**src/rtl/simd_pkg.sv**
```systemverilog
// Shared constants and lane-geometry helpers for the SIMD add/subtract unit.
package simd_pkg;

   localparam int NIB_W   = 4;
   localparam int MAX_NIB = 16;

   localparam logic [1:0] MODE_4B  = 2'b00;
   localparam logic [1:0] MODE_8B  = 2'b01;
   localparam logic [1:0] MODE_16B = 2'b10;
   localparam logic [1:0] MODE_32B = 2'b11;

   // Lane size in nibbles; a mode wider than the datapath collapses to one full-width lane.
   function automatic int lane_nibbles(input logic [1:0] bitnum, input int nib);
      int l;
      case (bitnum)
         MODE_4B:  l = 1;
         MODE_8B:  l = 2;
         MODE_16B: l = 4;
         MODE_32B: l = 8;
         default:  l = 1;
      endcase
      if (l > nib) l = nib;
      return l;
   endfunction

   function automatic logic [MAX_NIB-1:0] lane_start_mask(input logic [1:0] bitnum, input int nib);
      logic [MAX_NIB-1:0] m;
      int                 l;
      l = lane_nibbles(bitnum, nib);
      m = '0;
      for (int i = 0; i < MAX_NIB; i++)
         m[i] = (i < nib) && ((i & (l - 1)) == 0);
      return m;
   endfunction

   function automatic logic [MAX_NIB-1:0] lane_top_mask(input logic [1:0] bitnum, input int nib);
      logic [MAX_NIB-1:0] m;
      int                 l;
      l = lane_nibbles(bitnum, nib);
      m = '0;
      for (int i = 0; i < MAX_NIB; i++)
         m[i] = (i < nib) && ((i & (l - 1)) == (l - 1));
      return m;
   endfunction

endpackage

```
**src/rtl/simd_nibble_add.sv**
```systemverilog
// 4-bit adder slice with carry-in; one per nibble of the carry-resolve stage.
module simd_nibble_add
   import simd_pkg::*;
(
   input  logic [NIB_W-1:0] a,
   input  logic [NIB_W-1:0] b,
   input  logic             cin,
   output logic [NIB_W-1:0] s,
   output logic             cout
);

   assign {cout, s} = {1'b0, a} + {1'b0, b} + {{NIB_W{1'b0}}, cin};

endmodule

```
**src/rtl/simd_addsub_pipe.sv**
```systemverilog
// Two-stage SIMD add/subtract with per-transaction lane width and valid/ready flow control.
// Optional per-lane unsigned saturation is built only when SIMD_SAT_EN is defined.
module simd_addsub_pipe
   import simd_pkg::*;
#(
   parameter int NIB = 4
) (
   input  logic                 clk,
   input  logic                 rst,
   input  logic                 in_valid,
   output logic                 in_ready,
   input  logic [NIB_W*NIB-1:0] dataA,
   input  logic [NIB_W*NIB-1:0] dataB,
   input  logic [1:0]           bitnum,
   input  logic                 op_sub,
   input  logic                 sat,
   output logic                 out_valid,
   input  logic                 out_ready,
   output logic [NIB_W*NIB-1:0] sum,
   output logic [NIB-1:0]       carry
);

   localparam int W = NIB_W * NIB;

   // ---------------- S1: operand inversion, nibble partial sums, lane masks
   logic                     s1_valid, s1_sub, s1_adv;
   logic [NIB-1:0]           s1_start, s1_top;
   logic [NIB-1:0][NIB_W:0]  s1_p, p_next;
   logic [W-1:0]             b_eff;
   logic [MAX_NIB-1:0]       start_full, top_full;

   assign start_full = lane_start_mask(bitnum, NIB);
   assign top_full   = lane_top_mask(bitnum, NIB);
   assign b_eff      = op_sub ? ~dataB : dataB;

   if (NIB < MAX_NIB) begin : g_mask_hi
      logic unused_mask_hi;
      assign unused_mask_hi = ^{start_full[MAX_NIB-1:NIB], top_full[MAX_NIB-1:NIB]};
   end

   // NOTE: every always_comb output gets a default first so no path can infer a latch.
   always_comb begin
      p_next = '0;
      for (int i = 0; i < NIB; i++)
         p_next[i] = {1'b0, dataA[NIB_W*i +: NIB_W]} + {1'b0, b_eff[NIB_W*i +: NIB_W]};
   end

   assign s1_adv   = !out_valid || out_ready;
   assign in_ready = !s1_valid || s1_adv;

   // NOTE: sequential state uses non-blocking assignments so all registers update together.
   always_ff @(posedge clk) begin
      if (rst)           s1_valid <= 1'b0;
      else if (in_ready) s1_valid <= in_valid;
   end

`ifdef SIMD_SAT_EN
   logic s1_sat;
`else
   logic unused_sat;
   assign unused_sat = sat;
`endif

   // NOTE: stage data registers are left unreset; the valid bits alone decide what is live.
   always_ff @(posedge clk) begin
      if (in_valid && in_ready) begin
         s1_p     <= p_next;
         s1_sub   <= op_sub;
         s1_start <= start_full[NIB-1:0];
         s1_top   <= top_full[NIB-1:0];
`ifdef SIMD_SAT_EN
         s1_sat   <= sat;
`endif
      end
   end

   // ---------------- S2: lane-bounded carry chain
   logic [W-1:0]   raw_sum, res_sum;
   logic [NIB-1:0] nib_cout, res_carry;

   for (genvar i = 0; i < NIB; i++) begin : g_nib
      logic prev, cin, c_inc, cout;
      if (i == 0) begin : g_first
         assign prev = 1'b0;
      end else begin : g_rest
         assign prev = g_nib[i-1].cout;
      end
      assign cin = s1_start[i] ? s1_sub : prev;

      // The partial sum already holds A+B; the slice only folds in the incoming carry.
      simd_nibble_add u_add (
         .a    (s1_p[i][NIB_W-1:0]),
         .b    ('0),
         .cin  (cin),
         .s    (raw_sum[NIB_W*i +: NIB_W]),
         .cout (c_inc)
      );
      assign cout        = s1_p[i][NIB_W] | c_inc;
      assign nib_cout[i] = cout;
   end

`ifdef SIMD_SAT_EN
   logic sat_hit;
`endif

   always_comb begin
      res_sum   = raw_sum;
      res_carry = nib_cout & s1_top;
`ifdef SIMD_SAT_EN
      // Walk from the top so each lane's overflow decision reaches all its lower nibbles.
      sat_hit = 1'b0;
      for (int i = NIB - 1; i >= 0; i--) begin
         if (s1_top[i]) sat_hit = s1_sat && (s1_sub ? !nib_cout[i] : nib_cout[i]);
         if (sat_hit)   res_sum[NIB_W*i +: NIB_W] = s1_sub ? '0 : '1;
      end
`endif
   end

   always_ff @(posedge clk) begin
      if (rst) begin
         out_valid <= 1'b0;
         sum       <= '0;
         carry     <= '0;
      end else if (s1_adv) begin
         out_valid <= s1_valid;
         if (s1_valid) begin
            sum   <= res_sum;
            carry <= res_carry;
         end
      end
   end

endmodule

```
**config.mk**
```make
export PLATFORM = sky130hd
export DESIGN_NAME = simd_addsub_pipe
export DESIGN_NICKNAME = d
export VERILOG_FILES = /design/src/rtl/simd_pkg.sv /design/src/rtl/simd_nibble_add.sv /design/src/rtl/simd_addsub_pipe.sv
export SDC_FILE = /design/constraint.sdc
export NUM_CORES = 1
export LEC_CHECK = 0
export ABC_AREA = 0
export BUFFER_PORTS_ARGS = -buffer_cell sky130_fd_sc_hd__buf_2
export CORE_UTILIZATION = 53
export CTS_CLUSTER_SIZE = 10
export DETAILED_ROUTE_END_ITERATION = 12
export PLACE_DENSITY = 0.87
export RECOVER_POWER = 50
export SYNTH_ARGS = -nofsm -noshare
export SYNTH_HDL_FRONTEND = slang
export SYNTH_SLANG_ARGS = --single-unit
```
**constraint.sdc**
```tcl
create_clock -name clk -period 3.8 [get_ports clk]
set_input_delay 0.38 -clock clk [delete_from_list [all_inputs] [get_ports clk]]
set_output_delay 0.38 -clock clk [all_outputs]
set_load 0.05 [all_outputs]
```
# --- Word level (Yosys, flattened, before mapping) ---
# Index checks and enable logic that the tools add are counted.
classes:
  addsub: 9
  magnitude_cmp: 1
  eq_ne: 3
  mux: 6
  bitwise_logic: 6
  reduce_logical: 14
op_table:
  columns: ["op", "n"]
  rows:
  - ["$logic_not 32->1", 4]
  - ["$pmux 32 s4", 1]
  - ["$logic_not 31->1", 2]
  - ["$gt 32x4->1 const B", 1]
  - ["$mux 32", 1]
  - ["$sub 32x2->32 const B", 1]
  - ["$logic_not 30->1", 1]
  - ["$add 4x1->5", 4]
  - ["$add 4x4->5", 4]
  - ["$mux 16", 1]
  - ["$not 16->16", 1]
  - ["$and 4x4->4", 1]
  - ["$eq 2x2->1 const B", 2]
  - ["$or 1x1->1", 4]
  - ["$mux 1", 3]
  - ["$eq 2x1->1 const B", 1]
  - ["$logic_not 1->1", 2]
  - ["$logic_not 2->1", 1]
  - ["$logic_or 1x1->1", 2]
  - ["$reduce_and 2->1", 1]
  - ["$logic_and 1x1->1", 1]
word_totals:
  regBits: 50
  input_bits: 40
  word_cells: 50

# --- Logic depth before layout (Yosys ltp) ---
logic_depth:
  depth_word: 12
  ltp_mapped: 18
  mapped_depth_nobuf: 18

# --- Cells and area by module ---
# A second synthesis with hierarchy kept.
unflattened:
  cells_unflattened: 272
  area_unflattened_um2: 3081.7
by_module_without_submodules:
  columns: ["mod", "instances", "cells_per_inst", "area_per_inst_um2", "seq_area_each_um2"]
  rows:
  - ["simd_addsub_pipe", 1, 208, 2506.2, 1191.1]
  - ["simd_nibble_add", 4, 16, 143.9, 0.0]

# --- Worst setup path before layout ---
# No wires, ideal clock.
synth_timing:
  path_type: "register to register"
  startpoint: "reg s1_sub"
  endpoint: "reg carry[3]"
  t_arrival_ns: 3.207
  required_time_ns: 3.668
  path_slack_ns: 0.461
  stages_incl_launch_ff: 19
  synth_period_minus_slack_ns: 3.339
  cell_sequence: "edfxtp_1 -> ha_1 -> ha_1 -> a31oi_1 -> mux2i_1 -> ha_1 -> ha_1 -> a31o_2 -> nor2_1 -> a21oi_1 -> ha_1 -> ha_1 -> a31oi_1 -> mux2i_1 -> ha_1 -> ha_1 -> a31o_2 -> nand4_1 -> a21oi_1"
synth_between:
  elab_chain_len: 12
synth_lines:
  columns: ["item", "line", "rtl"]
  rows:
  - ["start, declared", "simd_addsub_pipe.sv:26", "logic s1_valid, s1_sub, s1_adv;"]
  - ["start signal, assigned", "simd_addsub_pipe.sv:68", "s1_sub <= op_sub;"]
  - ["$add 4x1->5", "simd_nibble_add.sv:12", "assign {cout, s} = {1'b0, a} + {1'b0, b} + {{NIB_W{1'b0}}, cin};"]
  - ["$or 1x1->1", "simd_addsub_pipe.sv:98", "assign cout = s1_p[i][NIB_W] | c_inc;"]
  - ["$mux 1", "simd_addsub_pipe.sv:88", "assign cin = s1_start[i] ? s1_sub : prev;"]
  - ["$add 4x1->5", "simd_nibble_add.sv:12", null]
  - ["$or 1x1->1", "simd_addsub_pipe.sv:98", null]
  - ["$mux 1", "simd_addsub_pipe.sv:88", null]
  - ["$add 4x1->5", "simd_nibble_add.sv:12", null]
  - ["$or 1x1->1", "simd_addsub_pipe.sv:98", null]
  - ["$mux 1 *", "simd_addsub_pipe.sv:88", null]
  - ["$add 4x1->5 *", "simd_nibble_add.sv:12", null]
  - ["$or 1x1->1 *", "simd_addsub_pipe.sv:98", null]
  - ["$and 4x4->4 *", "simd_addsub_pipe.sv:108", "res_carry = nib_cout & s1_top;"]
  - ["end signal, assigned", "simd_addsub_pipe.sv:128", "carry <= res_carry;"]
  - ["end, declared", "simd_addsub_pipe.sv:20", "output logic [NIB-1:0] carry"]
# Mark *: on every way between the ends. The rest lies on a longest branch, timed or not.
# A chain may end at the register's enable or synchronous reset.

# --- Worst setup path in the final report ---
# Ends and elaborated chain as after synthesis.

==> reports/results.ini <==
[status]
status = finished clean

[floorplanning]
io_pins = 62
initial_utilization_pct = 55.7
die_w_um = 69.9
core_sq_um = 4380
die_area_sq_um = 4880
die_h_um = 69.9
num_rows = 24

[cts]
cts_made_buffers = 5
clock_sinks = 46
hold_buffers = 0
clk_pin_slew_ps = 80
cts_tree = done
h-tree-depth = 2
cts-root-buf = clkbuf_8
clockBufferDepth = 2
clk_latency_ps = 300

[placement]
port_buffers = 60
dp_hpwl_mm = 3.35
place_congestion = 0.850

[drt]
postRouteAntennaNets = 0
routed_wl_mm = 4.54
post_drt_wl_per_cell_um = 14.1
dr.pass1.iters = 4
routed_via_density = 5.33
drc_errors = 0
num_vias = 1715
drt_iter0_markers = 95

[setup_path]
crit_top_cell = ha_1
critical_path.max_fanout = 2
max_stage_delay_ps = 390
crit_chain = ha_1, ha_1, a31oi_2, mux2i_1, ha_1, ha_1, a31o_2, nor2_1, a21oi_1, ha_1, ha_1, a31oi_2, mux2i_1, ha_1, ha_1, a31o_2, nand4_1, a21oi_1
crit_path_start_kind = flip-flop
crit_type = flip-flop to flip-flop
critPathCaptureType = flip-flop
slowest_stage = edfxtp_1
worstPathArrival_ps = 3840
cp_data_required_time_ps = 3980

[yosys]
syn_nets = 280
ys_seq_area_share_pct = 47.6
synth_area_per_cell_sq_um = 11.6
synth-edff-count = 24
ys_warn_count = 0
ys_types = 31
synth_flop_cell = edfxtp_1
ys_ff_latch = 46
syn_area_sq_um = 2440
async_flop_share_pct = 0
synth_cells = 211

[final_layout]
final_common_cell = buf_2
fill_cells = 345
area_growth_pct = 15.5
n_antenna_cell = 0
final_cell_mix = buf_2, a21oi_1, ha_1, clkbuf_1
final_nets = 338
seqCellArea_sq_um = 1160
utilization_pct = 64.3
drive_above_1_share_pct = 18.1
multi_input_area_sq_um = 1210

[sta]
worstMarginPinSlew_ps = 1050
setup_violations = 0
maxSlewViolCount = 0
final.period_utilization_pct = 96.1
fin_tns_setup_ps = 0
max_freq_mhz = 274
period_needed_ps = 3650
hold-worst-slack_ps = 308
hold_viol_final = 0
skew_ps = 9.01
slew_headroom_pct = 29.9

[grt]
overflow = 0
grt_pass1_vias = 1612
grt_use_total_pct = 20.0
grt_first_pass_wirelength_mm = 7.52
antenna_found_initial = 0
grt_max_degree = 25

[power]
ir_drop_v = 0.000182
p_leak_nw = 1.19
power.total_w = 0.00121
power_density_nw_per_um2 = 428

[flow_run]
timing.max_cap.violations = 0

[hold_path]
hold_class = input pin to flip-flop

==> cell type report <==
class                           instances  share of cell area, %
Multi-Input combinational cell        150                   43.1
Inverter                                5                  0.666
Clock buffer                            8                   2.89
Sequential cell                        46                   41.2
Tap cell                               52                   2.31
Timing Repair Buffer                   61                   9.90
==> critical path: cells and delay by family, from the launching register on <==
kind | cells | cell delay [ps]
compound gates | 6 | 1060
fa+ha+maj | 8 | 1730
flops | 1 | 390
mux | 2 | 220
simple gates | 2 | 160
==> worst paths after layout <==
| check | startpoint | endpoint | slack [ps] | cells past startpoint |
|---|---|---|---|---|
| worst max-delay path | s1_sub$_DFFE_PP_ | carry[3]$_SDFFE_PP0P_ | 150 | 18 |
| worst min-delay path | in_valid | s1_valid$_SDFFE_PP0N_ | 310 | 3 |
| worst max register to register | s1_sub$_DFFE_PP_ | carry[3]$_SDFFE_PP0P_ | 150 | 18 |
| worst min register to register | sum[0]$_SDFFE_PP0P_ | sum[0]$_SDFFE_PP0P_ | 480 | 2 |
==> timing repair <==
action                                  CTS  global route
gates resized for setup                   0             2
buffers inserted                          0             1
endpoints found under the setup margin    0             2
==> where the power goes <==
group / switching [W] / total (W) / leakage (nW) / internal, W
Sequential: 0.0000369 / 0.000626 / 0.416 / 0.000589
Clock: 0.000152 / 0.000285 / 0.0425 / 0.000133
Combinational: 0.000177 / 0.000295 / 0.735 / 0.000118
==> registers in the layout (all words and copies together), names as in the netlist <==
signal,flops
s1_p,20
sum,16
carry,4
s1_start,2
out_valid,1
s1_sub,1
s1_top,1
s1_valid,1
==> cell families after synthesis <==
| logic type | Yosys count | share of synthesized area (%) |
|---|---|---|
| AO/OA/AOI/OAI | 61 | 15.3 |
| flip-flops | 46 | 47.6 |
| AND/OR/NAND/NOR | 24 | 5.33 |
| multiplexers | 2 | 0.820 |
| other | 2 | 0.308 |
| adder cells (fa/ha/maj) | 29 | 16.1 |
| buffers and inverters | 15 | 3.13 |
| XOR/XNOR | 32 | 11.5 |
==> through the flow <==
step	setup slack [ps]	cell area, sq um	std cells
after CTS	95.8	2830	321
final	148	2820	322
after global routing	-46.9	2820	322
after detailed placement	148	2750	313
after floorplan	461	2440	211
after global placement	248	2750	313
==> Yosys cell counts (2+ instances only) <==
master | number | area (sq um)
buf_2 | 4 | 20.0
ha_1 | 25 | 313
o21ai_1 | 9 | 45.0
xnor2_1 | 8 | 70.1
clkbuf_1 | 2 | 7.51
buf_4 | 4 | 30.0
a21o_1 | 12 | 90.1
nand4_1 | 2 | 12.5
dfxtp_1 | 22 | 440
a211oi_1 | 8 | 60.1
o32ai_1 | 2 | 17.5
a31oi_1 | 2 | 12.5
conb_1 | 2 | 7.51
inv_1 | 4 | 15.0
nand3_1 | 12 | 60.1
a31o_2 | 2 | 17.5
a21oi_1 | 25 | 125
xor2_1 | 24 | 210
fa_1 | 4 | 80.1
edfxtp_1 | 24 | 721
mux2i_1 | 2 | 20.0
nor2_1 | 3 | 11.3
==> per-layer routing <==
metal,global-route usage (%),part of all wire (%)
met1,25.5,45
met3,5.48,5.3
met5,0,0
met2,31.9,47
met4,8.67,2.6
Power figures use the tool's default switching activity.
